[config.mk]
export PLATFORM = sky130hd
export DESIGN_NAME = alu_nibble_sequencer
export DESIGN_NICKNAME = d
export VERILOG_FILES = /design/src/rtl/alu_nibble_sequencer.sv
export SDC_FILE = /design/constraint.sdc
export NUM_CORES = 1
export LEC_CHECK = 0
export ABC_AREA = 1
export ABC_CLOCK_PERIOD_IN_PS = 2400
export BUFFER_PORTS_ARGS = -buffer_cell sky130_fd_sc_hd__buf_2
export CORE_MARGIN = 8
export CORE_UTILIZATION = 51
export DETAILED_ROUTE_END_ITERATION = 16
export PLACE_DENSITY = 0.87
export REMOVE_ABC_BUFFERS = 1
export SETUP_SLACK_MARGIN = 0.3
export SLEW_MARGIN = 20
export SYNTH_ARGS = -nofsm -noshare
export SYNTH_HDL_FRONTEND = slang
export SYNTH_SLANG_ARGS = --single-unit
export TNS_END_PERCENT = 50
[constraint.sdc]
create_clock -name clk -period 2.4 [get_ports clk]
set_input_delay 0.48 -clock clk [delete_from_list [all_inputs] [get_ports clk]]
set_output_delay 0.48 -clock clk [all_outputs]
set_load 0.01 [all_outputs]
[src/rtl/alu_nibble_sequencer.sv]
// Sequences a wide ALU op through one 4-bit 74181-style slice, LS nibble first, rippling carry.
// Valid NIBBLES edges after accept; result held under out_ready backpressure, in_ready low while busy.
module alu_nibble_sequencer #(
    parameter  int NIBBLES = 4,
    localparam int W       = 4 * NIBBLES,
    localparam int IDX_W   = (NIBBLES > 1) ? $clog2(NIBBLES) : 1
) (
    input  logic         clk,
    input  logic         rst,
    input  logic         in_valid,
    output logic         in_ready,
    input  logic [W-1:0] op_a,
    input  logic [W-1:0] op_b,
    input  logic [3:0]   op_s,
    input  logic         op_m,
    input  logic         op_cn,
    output logic [3:0]   slice_a,
    output logic [3:0]   slice_b,
    output logic [3:0]   slice_s,
    output logic         slice_m,
    output logic         slice_cn,
    input  logic [3:0]   slice_f,
    input  logic         slice_cout,
    input  logic         slice_eq,
    output logic         out_valid,
    input  logic         out_ready,
    output logic [W-1:0] out_f,
    output logic         out_cout,
    output logic         out_eq
);

    typedef enum logic [1:0] {IDLE, RUN, DONE} state_t;

    state_t                    state_q;
    logic [NIBBLES-1:0][3:0]   a_q;
    logic [NIBBLES-1:0][3:0]   b_q;
    logic [NIBBLES-1:0][3:0]   f_q;
    logic [3:0]                s_q;
    logic                      m_q;
    logic                      carry_q;
    logic                      eq_q;
    logic [IDX_W-1:0]          idx_q;
    logic                      in_ready_q;
    logic                      out_valid_q;

    always_ff @(posedge clk or posedge rst) begin
        if (rst) begin
            state_q     <= IDLE;
            a_q         <= '0;
            b_q         <= '0;
            f_q         <= '0;
            s_q         <= 4'h0;
            m_q         <= 1'b0;
            carry_q     <= 1'b1;
            eq_q        <= 1'b0;
            idx_q       <= '0;
            in_ready_q  <= 1'b1;
            out_valid_q <= 1'b0;
        end else begin
            case (state_q)
                IDLE: begin
                    if (in_valid) begin
                        a_q        <= op_a;
                        b_q        <= op_b;
                        s_q        <= op_s;
                        m_q        <= op_m;
                        carry_q    <= op_cn;
                        eq_q       <= 1'b1;
                        idx_q      <= '0;
                        in_ready_q <= 1'b0;
                        state_q    <= RUN;
                    end
                end
                RUN: begin
                    f_q[idx_q] <= slice_f;
                    carry_q    <= slice_cout;
                    eq_q       <= eq_q & slice_eq;
                    // idx parks on the last nibble rather than wrapping
                    if (idx_q == IDX_W'(NIBBLES - 1)) begin
                        out_valid_q <= 1'b1;
                        state_q     <= DONE;
                    end else begin
                        idx_q <= idx_q + IDX_W'(1);
                    end
                end
                DONE: begin
                    if (out_ready) begin
                        out_valid_q <= 1'b0;
                        in_ready_q  <= 1'b1;
                        state_q     <= IDLE;
                    end
                end
                default: begin
                    out_valid_q <= 1'b0;
                    in_ready_q  <= 1'b1;
                    state_q     <= IDLE;
                end
            endcase
        end
    end

    assign in_ready  = in_ready_q;
    assign out_valid = out_valid_q;
    assign out_f     = f_q;
    assign out_cout  = carry_q;
    assign out_eq    = eq_q;

    // Operand nibbles are forced to zero outside RUN so the slice sees a quiet bus
    assign slice_a  = (state_q == RUN) ? a_q[idx_q] : 4'h0;
    assign slice_b  = (state_q == RUN) ? b_q[idx_q] : 4'h0;
    assign slice_s  = s_q;
    assign slice_m  = m_q;
    assign slice_cn = carry_q;

endmodule

==> flow_metrics.tcl, run 1 <==
set metrics [dict create \
    status "finished clean" \
    wirelength_mm 6.439 \
    ys_warn_count 0 \
    cts_buffer_depth 2 \
    worst_ep_arrival_time_ps 1500 \
    powerDensity_nw_per_um2 1385 \
    setup_tns_ps 0 \
    initial_core_util_pct 52.77 \
    rsz0062_at_grt "no" \
    clock_skew_ps 5.345 \
    diodes 0 \
    core-area_um2 5107 \
    design_power_total_mw 4.630 \
    start_kind "flip-flop" \
    clk_pin_slew_ps 70 \
    synth.distinct_cells 19 \
    cts_sinks 61 \
    maxCapViolCount 0 \
    use_met3_pct 8.078 \
    grt_use_met1_pct 21.43 \
    hold_slack_ps 139.5 \
    period_needed_ps 1983 \
    avgRoutedWirePerCell_um 13.61 \
    synth-simple-area-share_pct 19.55 \
    grt.met2_usage_pct 28.50 \
    grt_pass1_wl_mm 10.75 \
    clk_latency_ps 340 \
    ys_seq_area_share_pct 56.73 \
    grt_max_degree 68 \
    htreeDepth 3 \
    die_w_um 88.70 \
    fin_nets 451 \
    layout_common_cells "105 x nand2_1, 81 x buf_2, 57 x dfrtp_1, 43 x o21ai_0, 39 x inv_1" \
    synthMuxAreaShare_pct 0 \
    layout_commonest_cell "nand2_1" \
    synth_cells 314 \
    fill_cells 429 \
    overflow 0 \
    crit_type "reg -> out" \
    drtPass1Iterations 4 \
    drive_gt1_share_pct 28.29 \
    synth_xor_area_share_pct 0 \
    hold_buffers 0 \
    root_buffer "clkbuf_8" \
    min_period_over_period_pct 82.60 \
    slew_viol_final 0 \
    synth_top_family_by_area "simple AND/OR/NAND/NOR gates" \
    ant_nets 0 \
    avgSynthCellArea_um2 8.583 \
    hold_class "in -> async" \
    grt_pass1_vias 2319 \
    cp_max_fo 10 \
    rows 26 \
    cts_tree "done" \
    cp_data_required_time_ps 1920 \
    synth-compound-area-share_pct 11.70 \
    top_usage_layer "met2" \
    vias_per_cell 4.852 \
    fmax_ghz 0.5044 \
    synthToLayoutAreaGrowth_pct 24.00 \
    relSlewSlack_pct 71.32 \
    drc_errors 0 \
    antenna_found_initial 0 \
    netlist_area_um2 2695 \
    fp.dieArea_um2 7867 \
    end_kind "primary output" \
    gr-usage-all-layers_pct 18.14 \
    hold_viol 0 \
    tightest_slew_ps 429.6 \
    ir_worst_vdd_v 0.0008807 \
    hpwl_mm 4.675 \
    dp.cells 455 \
    synth-adder-area-share_pct 1.857 \
    numPortBuffers 81 \
    leakage_nw 1.797 \
    utilization_pct 65.43 \
    ys_ff_latch 61 \
    num_io_pins 82 \
    place.gp.congestion 0.7691 \
    dieHeight_um 88.70 \
    first_iter_violations 136 \
    fin_cells 473 \
    setup_violations 0 \
    cts_made_buffers 9 \
    dr_total_vias 2295 \
]
## metrics by stage
| stage | setup slack, ps | area (um^2) |
|---|---|---|
| after floorplan | 410.3 | 2590 |
| after global placement | 415.0 | 3118 |
| after detailed placement | 319.1 | 3118 |
| after CTS | 297.8 | 3304 |
| after global routing | 331.9 | 3342 |
| final | 417.5 | 3342 |
## timing repair
item	4_1_cts	5_1_grt
endpoints found under the setup margin	8	8
buffers inserted	0	3
gates resized for setup	4	2
## worst max-delay path, stage by stage (launching register included)
cell	delay (ps)
dfrtp_4	510
clkbuf_4	200
nand2_1	90
nand3_1	70
a21oi_1	130
buf_2	150
## state kept, by name, indices dropped and copies added, names as in the netlist
| signal | cells |
|---|---|
| slice_m | 1 |
| out_valid | 1 |
| idx_q | 2 |
| out_f | 16 |
| out_eq | 1 |
| slice_s | 4 |
| state_q | 2 |
| in_ready | 1 |
| b_q | 16 |
| a_q | 16 |
| out_cout | 1 |
## power breakdown
group          switching (mW)  internal [mW]  total [mW]
clock                   0.383          0.468       0.851
combinational            1.25          0.745        1.99
sequential              0.243           1.55        1.79
total                    1.87           2.76        4.63
## layer usage
layer	routed length, um	share of wire [%]
met5	0	0
met4	82	1.3
met3	530	8.2
met2	3205	50
met1	2620	41
## layout make-up
class / count / area, um^2 / area share (%)
Sequential cell: 61 / 1534 / 45.90
Multi-Input combinational cell: 195 / 892.1 / 26.69
Timing Repair Buffer: 87 / 475.5 / 14.23
Inverter: 45 / 172.7 / 5.167
Clock buffer: 10 / 127.6 / 3.819
Tap cell: 70 / 87.58 / 2.621
Clock inverter: 5 / 52.55 / 1.572
## cells by family after synthesis
family / count (synthesis)
flip-flops: 61
AO/OA/AOI/OAI: 62
AND/OR/NAND/NOR: 129
adder cells (fa/ha/maj): 4
buffers and inverters: 58
## worst paths after layout
path / start / to / slack, ps / cells past startpoint
min reg2reg: in_ready / in_ready / 470 / 2
min: rst / b_q[1] / 140 / 2
max: idx_q[0] / slice_a[3] / 420 / 5
max reg2reg: idx_q[0] / idx_q[0] / 860 / 6
max in group asynchronous: rst / out_cout / 1590 / 3
min in group clk: op_s[3] / slice_s[3] / 340 / 3
## cells in the mapped netlist (all sizes together)
master  count  share of area (%)
inv        44                6.1
clkinv      1               0.14
buf        13                3.9
nand2     106                 15
dfstp       2                1.9
nand3      22                4.3
ha          4                1.9
o211ai      1               0.28
o31ai       1               0.28
a21oi       9                1.7
dfrtp      59                 55
nor2        1               0.42
o21ai      51                9.5
Note: power is estimated with default switching activity, not from simulation.
==> run 2, diff against run 1 <==
ABC_CLOCK_PERIOD_IN_PS = 2080   (was 2400)
clock period = 2.08 ns   (was 2.4 ns; I/O delays follow)
==> run 2 against run 1 <==
  * Count of clock-buffer cells in the layout up 2
  * Core utilization up 3.0 points
  * Sequential share of layout area down 2.0 points
  * Worst hold slack worse by 12 ps
  * Total power up 22%
  * First-iteration DRC count down 0.74%
  * Register-to-register slack worse by 390 ps
  * Global-route usage unchanged
  * Combinational power up 34%
  * Cell area up 4.6%
  * Highest routed layer unchanged
==> flow_metrics.tcl, run 2 (synthesis gave the netlist of run 1 again) <==
set metrics [dict create \
    dp.cells 456 \
    layout_commonest_cell "nand2_1" \
    grt_use_met1_pct 21.32 \
    first_iter_violations 135 \
    leakage_nw 1.854 \
    slowest_stage "dfrtp_4" \
    hold_slack_ps 127.7 \
    use_met3_pct 5.107 \
    drc_errors 0 \
    initial_core_util_pct 52.77 \
    setup_violations 0 \
    fin_ws_ps 193.1 \
    synthToLayoutAreaGrowth_pct 29.67 \
    die_w_um 88.70 \
    worst_ep_arrival_time_ps 1470 \
    drtPass1Iterations 4 \
    grt_pass1_wl_mm 11.02 \
    clk_pin_slew_ps 60 \
    powerDensity_nw_per_um2 1612 \
    hold_class "in -> async" \
    cts_made_buffers 9 \
    dieHeight_um 88.70 \
    place.gp.congestion 0.7513 \
    grt_max_degree 62 \
    cp_data_required_time_ps 1660 \
    start_kind "flip-flop" \
    placed_area_um2 3126 \
    crit_chain "buf_4, nand2_1, nand3_1, a21oi_1, buf_2" \
    overflow 0 \
    gr-usage-all-layers_pct 18.14 \
    cts_tree "done" \
    status "finished clean" \
    layout_common_cells "94 x nand2_1, 81 x buf_2, 58 x dfrtp_1, 43 x o21ai_0, 39 x inv_1" \
    cts_sinks 61 \
    clk_latency_ps 320 \
    root_buffer "clkbuf_8" \
    maxCapViolCount 0 \
    crit_type "reg -> out" \
    top_usage_layer "met2" \
    hpwl_mm 4.464 \
    diodes 0 \
    place_ws_ps 65.44 \
    cp_max_fo 4 \
    rsz0062_at_grt "yes" \
    relSlewSlack_pct 77.67 \
    ir_worst_vdd_v 0.0009470 \
    wirelength_mm 6.630 \
    min_period_over_period_pct 90.71 \
    fin_cells 477 \
    ant_nets 0 \
    antenna_found_initial 0 \
    fmax_ghz 0.5300 \
    htreeDepth 3 \
    vias_per_cell 4.895 \
    avgRoutedWirePerCell_um 13.90 \
    numPortBuffers 81 \
    design_power_total_mw 5.632 \
    end_kind "primary output" \
    num_io_pins 82 \
    clock_skew_ps 4.715 \
    core-area_um2 5107 \
    rows 26 \
    slowest_delay_ps 540 \
    drive_gt1_share_pct 35.14 \
    utilization_pct 68.42 \
    dr_total_vias 2335 \
    slew_viol_final 0 \
    final_design_area_no_fill_um2 3495 \
    grt_pass1_vias 2487 \
    hold_buffers 0 \
    hold_viol 0 \
    fp.dieArea_um2 7867 \
    grt.met2_usage_pct 29.11 \
    tightest_slew_ps 335.0 \
    period_needed_ps 1887 \
    fin_nets 454 \
    cts_buffer_depth 2 \
    setup_tns_ps 0 \
]
-- run 2: changes by cell type in the layout (fill, tap and decap cells not counted), sizes merged --
| cell | before | now |
|---|---|---|
| bufinv | 1 | 0 |
| buf | 86 | 90 |
| clkinvlp | 1 | 2 |
| clkinv | 4 | 3 |
| clkbuf | 11 | 12 |
-- run 2: layout make-up --
type	instances	area, um^2
clock buffers	12	155.1
clock inverters	4	22.52
fillers	408	1613
inverters	45	177.7
multi-input cells	195	1008
flip-flops and latches	61	1533
well taps	70	87.58
repair buffers	90	510.5
-- run 2: timing repair --
action / CTS / global route
endpoints found under the setup margin: 16 / 8
buffers inserted: 5 / 0
gates cloned: 0 / 0
pin swaps: 13 / 10
resized for setup: 21 / 17
-- run 2: path summary, 6_finish.rpt --
kind | startpoint | end | slack [ps] | depth (start not counted)
worst max-delay path | idx_q[0] | slice_b[2] | 190 | 5
worst min-delay path | rst | b_q[9] | 130 | 3
worst max register to register | idx_q[0] | idx_q[0] | 470 | 7
worst min register to register | in_ready | in_ready | 470 | 2
max in group asynchronous | rst | in_ready | 1640 | 3
min in group clk | op_m | slice_m | 280 | 3
-- run 2: power breakdown --
part	internal, mW	total (mW)	leakage (nW)	switching, mW
logic	1.00	2.67	1.02	1.67
clock network	0.491	0.927	0.0921	0.435
registers	1.78	2.03	0.746	0.250
-- run 2: metal layers --
metal  share of wire (%)  wire length (um)
met5                   0                 0
met4                 1.7               116
met3                 6.4               426
met2                  50              3304
met1                  42              2782
-- run 2: critical path, delay by kind of cell, from the launching register on --
| family | cells | cell delay, ps |
|---|---|---|
| AOI/OAI and AO/OA | 1 | 130 |
| and+or+nand+nor | 2 | 160 |
| buffers and inverters | 2 | 320 |
| DFF | 1 | 540 |
